## config.mk

```make
export PLATFORM = sky130hd
export DESIGN_NAME = counter_rr_scheduler
export DESIGN_NICKNAME = d
export VERILOG_FILES = /design/src/rtl/ctr_sched_pkg.sv /design/src/rtl/rr_arbiter.sv /design/src/rtl/counter_rr_scheduler.sv
export SDC_FILE = /design/constraint.sdc
export NUM_CORES = 1
export LEC_CHECK = 0
export ABC_AREA = 1
export CAP_MARGIN = 20
export CORE_ASPECT_RATIO = 0.6
export CORE_MARGIN = 4
export CORE_UTILIZATION = 49
export DETAILED_ROUTE_END_ITERATION = 16
export MAX_ROUTING_LAYER = met4
export PLACE_DENSITY_LB_ADDON = 0.08
export SLEW_MARGIN = 20
export SYNTH_ARGS = -nofsm -noshare
export SYNTH_HDL_FRONTEND = slang
export SYNTH_SLANG_ARGS = --single-unit
```

## constraint.sdc

```tcl
create_clock -name clk -period 3.8 [get_ports clk]
set_input_delay 0.57 -clock clk [delete_from_list [all_inputs] [get_ports clk]]
set_output_delay 0.57 -clock clk [all_outputs]
set_load 0.05 [all_outputs]
```

## src/rtl/ctr_sched_pkg.sv

```systemverilog
// Shared definitions for the counter round-robin scheduler: FSM encoding and
// default geometry.
package ctr_sched_pkg;

  typedef enum logic [1:0] {
    ST_IDLE  = 2'd0,
    ST_LOAD  = 2'd1,
    ST_COUNT = 2'd2,
    ST_DONE  = 2'd3
  } state_t;

  localparam int DEF_NUM_REQ = 4;
  localparam int DEF_WIDTH   = 4;
  localparam int DEF_LEN_W   = 4;

endpackage

```

## src/rtl/rr_arbiter.sv

```systemverilog
// Combinational round-robin pick: first asserted request searching upward from
// the requester after last_grant, with wrap. The pointer itself lives in the caller.
module rr_arbiter
  import ctr_sched_pkg::*;
#(
  parameter int NUM_REQ = DEF_NUM_REQ
) (
  input  logic [NUM_REQ-1:0]         req,
  input  logic [$clog2(NUM_REQ)-1:0] last_grant,
  output logic                       valid,
  output logic [$clog2(NUM_REQ)-1:0] idx,
  output logic [NUM_REQ-1:0]         onehot
);

  localparam int IDW = $clog2(NUM_REQ);

  logic [IDW-1:0] cand;

  // Walk from farthest to nearest so the nearest asserted request is written last.
  always_comb begin
    valid = 1'b0;
    idx   = '0;
    cand  = '0;
    for (int i = NUM_REQ; i >= 1; i--) begin
      cand = IDW'((int'(last_grant) + i) % NUM_REQ);
      if (req[cand]) begin
        valid = 1'b1;
        idx   = cand;
      end
    end
    onehot = valid ? (NUM_REQ'(1) << idx) : '0;
  end

endmodule

```

## src/rtl/counter_rr_scheduler.sv

```systemverilog
// Shares one loadable up-counter among NUM_REQ requesters with round-robin
// arbitration. Define CTR_SCHED_ABORT_EN to end an op early when its request drops.
module counter_rr_scheduler
  import ctr_sched_pkg::*;
#(
  parameter int NUM_REQ = DEF_NUM_REQ,
  parameter int WIDTH   = DEF_WIDTH,
  parameter int LEN_W   = DEF_LEN_W
) (
  input  logic                       clk,
  input  logic                       rst_n,
  input  logic [NUM_REQ-1:0]         req,
  input  logic [NUM_REQ*WIDTH-1:0]   req_ldvalue,
  input  logic [NUM_REQ*LEN_W-1:0]   req_len,
  output logic [NUM_REQ-1:0]         gnt,
  output logic                       busy,
  output logic                       done,
  output logic [$clog2(NUM_REQ)-1:0] done_id,
  output logic [WIDTH-1:0]           result,
  output logic                       aborted,
  output logic                       ctr_ld,
  output logic [WIDTH-1:0]           ctr_ldvalue,
  input  logic [WIDTH-1:0]           ctr_dout
);

  localparam int IDW = $clog2(NUM_REQ);

  state_t             state;
  logic [IDW-1:0]     id;
  logic [IDW-1:0]     last_grant;
  logic [LEN_W-1:0]   remaining;
  logic               pick_valid;
  logic [IDW-1:0]     pick_idx;
  logic [NUM_REQ-1:0] pick_onehot;
  logic               abort_now;

  rr_arbiter #(
    .NUM_REQ (NUM_REQ)
  ) u_arb (
    .req        (req),
    .last_grant (last_grant),
    .valid      (pick_valid),
    .idx        (pick_idx),
    .onehot     (pick_onehot)
  );

  assign busy = (state != ST_IDLE);

`ifdef CTR_SCHED_ABORT_EN
  logic abort_seen;

  assign abort_now = (state == ST_COUNT) && !req[id];

  always_ff @(posedge clk or negedge rst_n) begin
    if (!rst_n) begin
      abort_seen <= 1'b0;
      aborted    <= 1'b0;
    end else begin
      if (state == ST_IDLE && pick_valid) begin
        abort_seen <= 1'b0;
      end else if (abort_now) begin
        abort_seen <= 1'b1;
      end
      if (state == ST_DONE) begin
        aborted <= abort_seen;
      end
    end
  end
`else
  assign abort_now = 1'b0;
  assign aborted   = 1'b0;
`endif

  // ctr_ldvalue doubles as the latched start value for the whole op.
  always_ff @(posedge clk or negedge rst_n) begin
    if (!rst_n) begin
      state       <= ST_IDLE;
      id          <= '0;
      last_grant  <= IDW'(NUM_REQ - 1);
      remaining   <= '0;
      gnt         <= '0;
      ctr_ld      <= 1'b0;
      ctr_ldvalue <= '0;
      done        <= 1'b0;
      done_id     <= '0;
      result      <= '0;
    end else begin
      done   <= 1'b0;
      ctr_ld <= 1'b0;
      case (state)
        ST_IDLE: begin
          if (pick_valid) begin
            id          <= pick_idx;
            ctr_ldvalue <= req_ldvalue[int'(pick_idx)*WIDTH +: WIDTH];
            remaining   <= req_len[int'(pick_idx)*LEN_W +: LEN_W];
            gnt         <= pick_onehot;
            ctr_ld      <= 1'b1;
            state       <= ST_LOAD;
          end
        end
        ST_LOAD: begin
          state <= (remaining == '0) ? ST_DONE : ST_COUNT;
        end
        ST_COUNT: begin
          remaining <= remaining - LEN_W'(1);
          if (remaining == LEN_W'(1) || abort_now) begin
            state <= ST_DONE;
          end
        end
        ST_DONE: begin
          result     <= ctr_dout;
          done_id    <= id;
          done       <= 1'b1;
          last_grant <= id;
          gnt        <= '0;
          state      <= ST_IDLE;
        end
        default: state <= ST_IDLE;
      endcase
    end
  end

endmodule

```

==> impl_metrics.env <==
export IMPL_r2r_start="last_grant[0]$_DFFE_PN1P_"
export IMPL_max_slew_worst_pin_slew_ns=0.5093
export IMPL_syn_inst=238
export IMPL_synth_area_um2=1755
export IMPL_die_w_um=85.27
export IMPL_gp_congestion=0.9023
export IMPL_postLayoutSetupSlackWorst_ns=1.303
export IMPL_reg2regPathDepth=15
export IMPL_post_route_cells_drive_above_1_share_pct=11.15
export IMPL_synth_cell_type_count=29
export IMPL_post_cts_setup_buffer_count=0
export IMPL_finalClockSkew_ns=0.001290
export IMPL_ys_ff_latch=26
export IMPL_port_buffers=58
export IMPL_clock_fmax_ghz=0.4005
export IMPL_path_common_cell="inv_1"
export IMPL_drc=0
export IMPL_ctsHoldBuffers=0
export IMPL_grt_antenna_before_repair=0
export IMPL_outcome="complete, no violations"
export IMPL_ir_drop_mv=0.5107
export IMPL_cp_end_kind="primary output"
export IMPL_gr_total_overflow=0
export IMPL_switchingPower_uw=1277
export IMPL_rows=16
export IMPL_rsz0062_at_grt="false"
export IMPL_period_share_pct=65.70
export IMPL_power_density_nw_per_um2=980.5
export IMPL_path_class="flip-flop to primary output"
export IMPL_totalWireLength_mm=4.273
export IMPL_endpoint="busy"
export IMPL_worstPathRequired_ns=3.23
export IMPL_slew_violations=0
export IMPL_cts_buffers=3
export IMPL_via_per_inst=5.023
export IMPL_crit_path_max_incr_delay_ns=0.79
export IMPL_grt_max_degree=21
export IMPL_grt_pass1_wl_mm=7.182
export IMPL_cts_clk_slew_worst_paths_ns=0.09
export IMPL_ys_warn_count=0
export IMPL_final_nets=347
export IMPL_min_period_ns=2.497
export IMPL_diodes=0
export IMPL_power_leakage_uw=0.001192
export IMPL_start_util_pct=52.51
export IMPL_cts_buffer_depth=2
export IMPL_clkPwrFrac_pct=9.6
export IMPL_fp_dieH_um=54.37
export IMPL_place_hpwl_mm=3.353
export IMPL_syn_to_final_growth_pct=38.42
export IMPL_final_cell_mix="nand2_1, clkdlybuf4s50_1, nand3_1, dfrtp_1, inv_1"
export IMPL_cts_resized=0
export IMPL_drt_antenna_violating_nets=0
export IMPL_drt_iter0_markers=134
export IMPL_arrival_ns=1.93
export IMPL_regToRegEndpoint="remaining[0]$_DFFE_PN0P_"
export IMPL_boundaryPins=60
export IMPL_cts_sinks=26
export IMPL_pwr_share_comb_pct=69.1
export IMPL_swShare_pct=53.61
export IMPL_dr_pass1_iters=4
export IMPL_h_tree_depth=1
export IMPL_wl_per_cell_um=12.53
export IMPL_layout_commonest_cell="nand2_1"
export IMPL_worstPathMaxFanout=5
export IMPL_fin_util_pct=72.68
export IMPL_postPlaceCellArea_um2=2359
export IMPL_dr_total_vias=1713
export IMPL_pre_cts_ws_ns=1.299
export IMPL_slowest_stage="clkdlybuf4s50_1"
export IMPL_cts_tree="done"
export IMPL_cts_root_buf="clkbuf_8"
export IMPL_synth_seq_area_share_pct=37.21
export IMPL_setup_tns_ns=0
export IMPL_hold_class="flip-flop to flip-flop"
export IMPL_internal_power_uw=1105
export IMPL_grt_pass1_vias=1567
export IMPL_ff2ff_setup_slack_ns=1.60
export IMPL_grtUsageTotal_pct=20.11
export IMPL_path_cells="inv_1 -> ha_1 -> inv_1 -> clkdlybuf4s50_1"
export IMPL_power_frac_seq_pct=21.3
export IMPL_crit_path_start_kind="flip-flop"
export IMPL_core_um2=3343
export IMPL_hold_viol=0
export IMPL_synth_nets=288
export IMPL_synth_avg_cell_area_um2=7.376
export IMPL_p_total_uw=2382
export IMPL_crit_start="state[0]$_DFFE_PN0P_"
export IMPL_finalSetupViolations=0
export IMPL_die_area_um2=4636
export IMPL_max_cap_violations=0
export IMPL_clock_latency_ns=0.27
export IMPL_slew_headroom_pct=65.94
export IMPL_final_area_um2=2430
-- worst max-delay path, delay by kind of cell (launching register included) --
family	cells	cell delay [ns]
buf+inv	3	0.97
flops	1	0.39
fa+ha+maj	1	0.29
-- metal layers --
| metal | share of wire (%) | wire [um] | up-vias | track usage (%) |
|---|---|---|---|---|
| li1 | - | - | 876 | - |
| met2 | 40 | 1707 | 65 | 28.48 |
| met5 | 0 | 0 | - | - |
| met1 | 51 | 2196 | 770 | 30.33 |
| met4 | 0.28 | 12 | 0 | 1.579 |
| met3 | 8.3 | 356 | 2 | 4.361 |
-- registers in the layout, summed over array words and instances, names as in the netlist --
register and flops:
ctr_ldvalue 4, gnt 4, remaining 4, result 4, done_id 2, id 2
last_grant 2, state 2, ctr_ld 1, done 1
-- logic make-up (layout without fill, tap and decap cells) --
family,count (synthesis),in the layout,synth area share (%)
and+or+nand+nor,143,143,37.92
buffers and inverters,33,91,9.409
adders and majority gates,8,8,5.702
other,1,1,0.2136
AOI/OAI and AO/OA,27,27,9.551
DFF,26,26,37.21
-- layout make-up --
type,count,area (um^2)
Clock buffer,3,41.29
Clock inverter,1,30.03
Fill cell,271,913.4
Inverter,27,108.9
Multi-Input combinational cell,179,937.1
Sequential cell,26,653.1
Tap cell,45,56.30
Timing Repair Buffer,60,603.1
-- power groups by stage --
stage          clock [uW]  combinational, uW  sequential (uW)
6_report              228               1650              508
5_1_grt               241               1830              531
4_1_cts               231               1650              508
3_5_place_dp            0               1640              511
3_3_place_gp            0               1610              511
2_1_floorplan           0               1090              724
-- worst min-delay path by stage --
stage	startpoint	endpoint	slack, ns	depth (start not counted)
final	result[1]$_DFFE_PN0P_	result[1]$_DFFE_PN0P_	0.48	2
after global routing	result[3]$_DFFE_PN0P_	result[3]$_DFFE_PN0P_	0.52	2
after floorplan	rst_n	ctr_ld$_DFF_PN0_	0.27	0
after global placement	result[3]$_DFFE_PN0P_	result[3]$_DFFE_PN0P_	0.45	2
after CTS	result[1]$_DFFE_PN0P_	result[1]$_DFFE_PN0P_	0.49	2
after detailed placement	result[1]$_DFFE_PN0P_	result[1]$_DFFE_PN0P_	0.46	2
-- through the flow --
step                      hold slack (ns)  std cells
after floorplan                    0.2744        238
after global placement             0.4546        336
after detailed placement           0.4640        337
after CTS                          0.4860        341
after global routing               0.5166        341
final                              0.4797        341
-- cells in the mapped netlist (all sizes together) --
master | n | area share [%]
dfrtp | 24 | 34
o22ai | 1 | 0.36
nor2 | 11 | 2.9
buf | 5 | 3.0
a21oi | 9 | 2.6
o21ba | 3 | 1.7
conb | 1 | 0.21
a31oi | 1 | 0.36
inv | 27 | 6.2
nand4 | 2 | 0.71
nand3 | 28 | 9.0
nand2 | 101 | 25
dfstp | 2 | 3.0
clkbuf | 1 | 0.21
o21ai | 9 | 2.6
ha | 8 | 5.7
nor3 | 1 | 0.28
o32ai | 4 | 2.0
No activity file was read; power rests on OpenSTA's default activity.
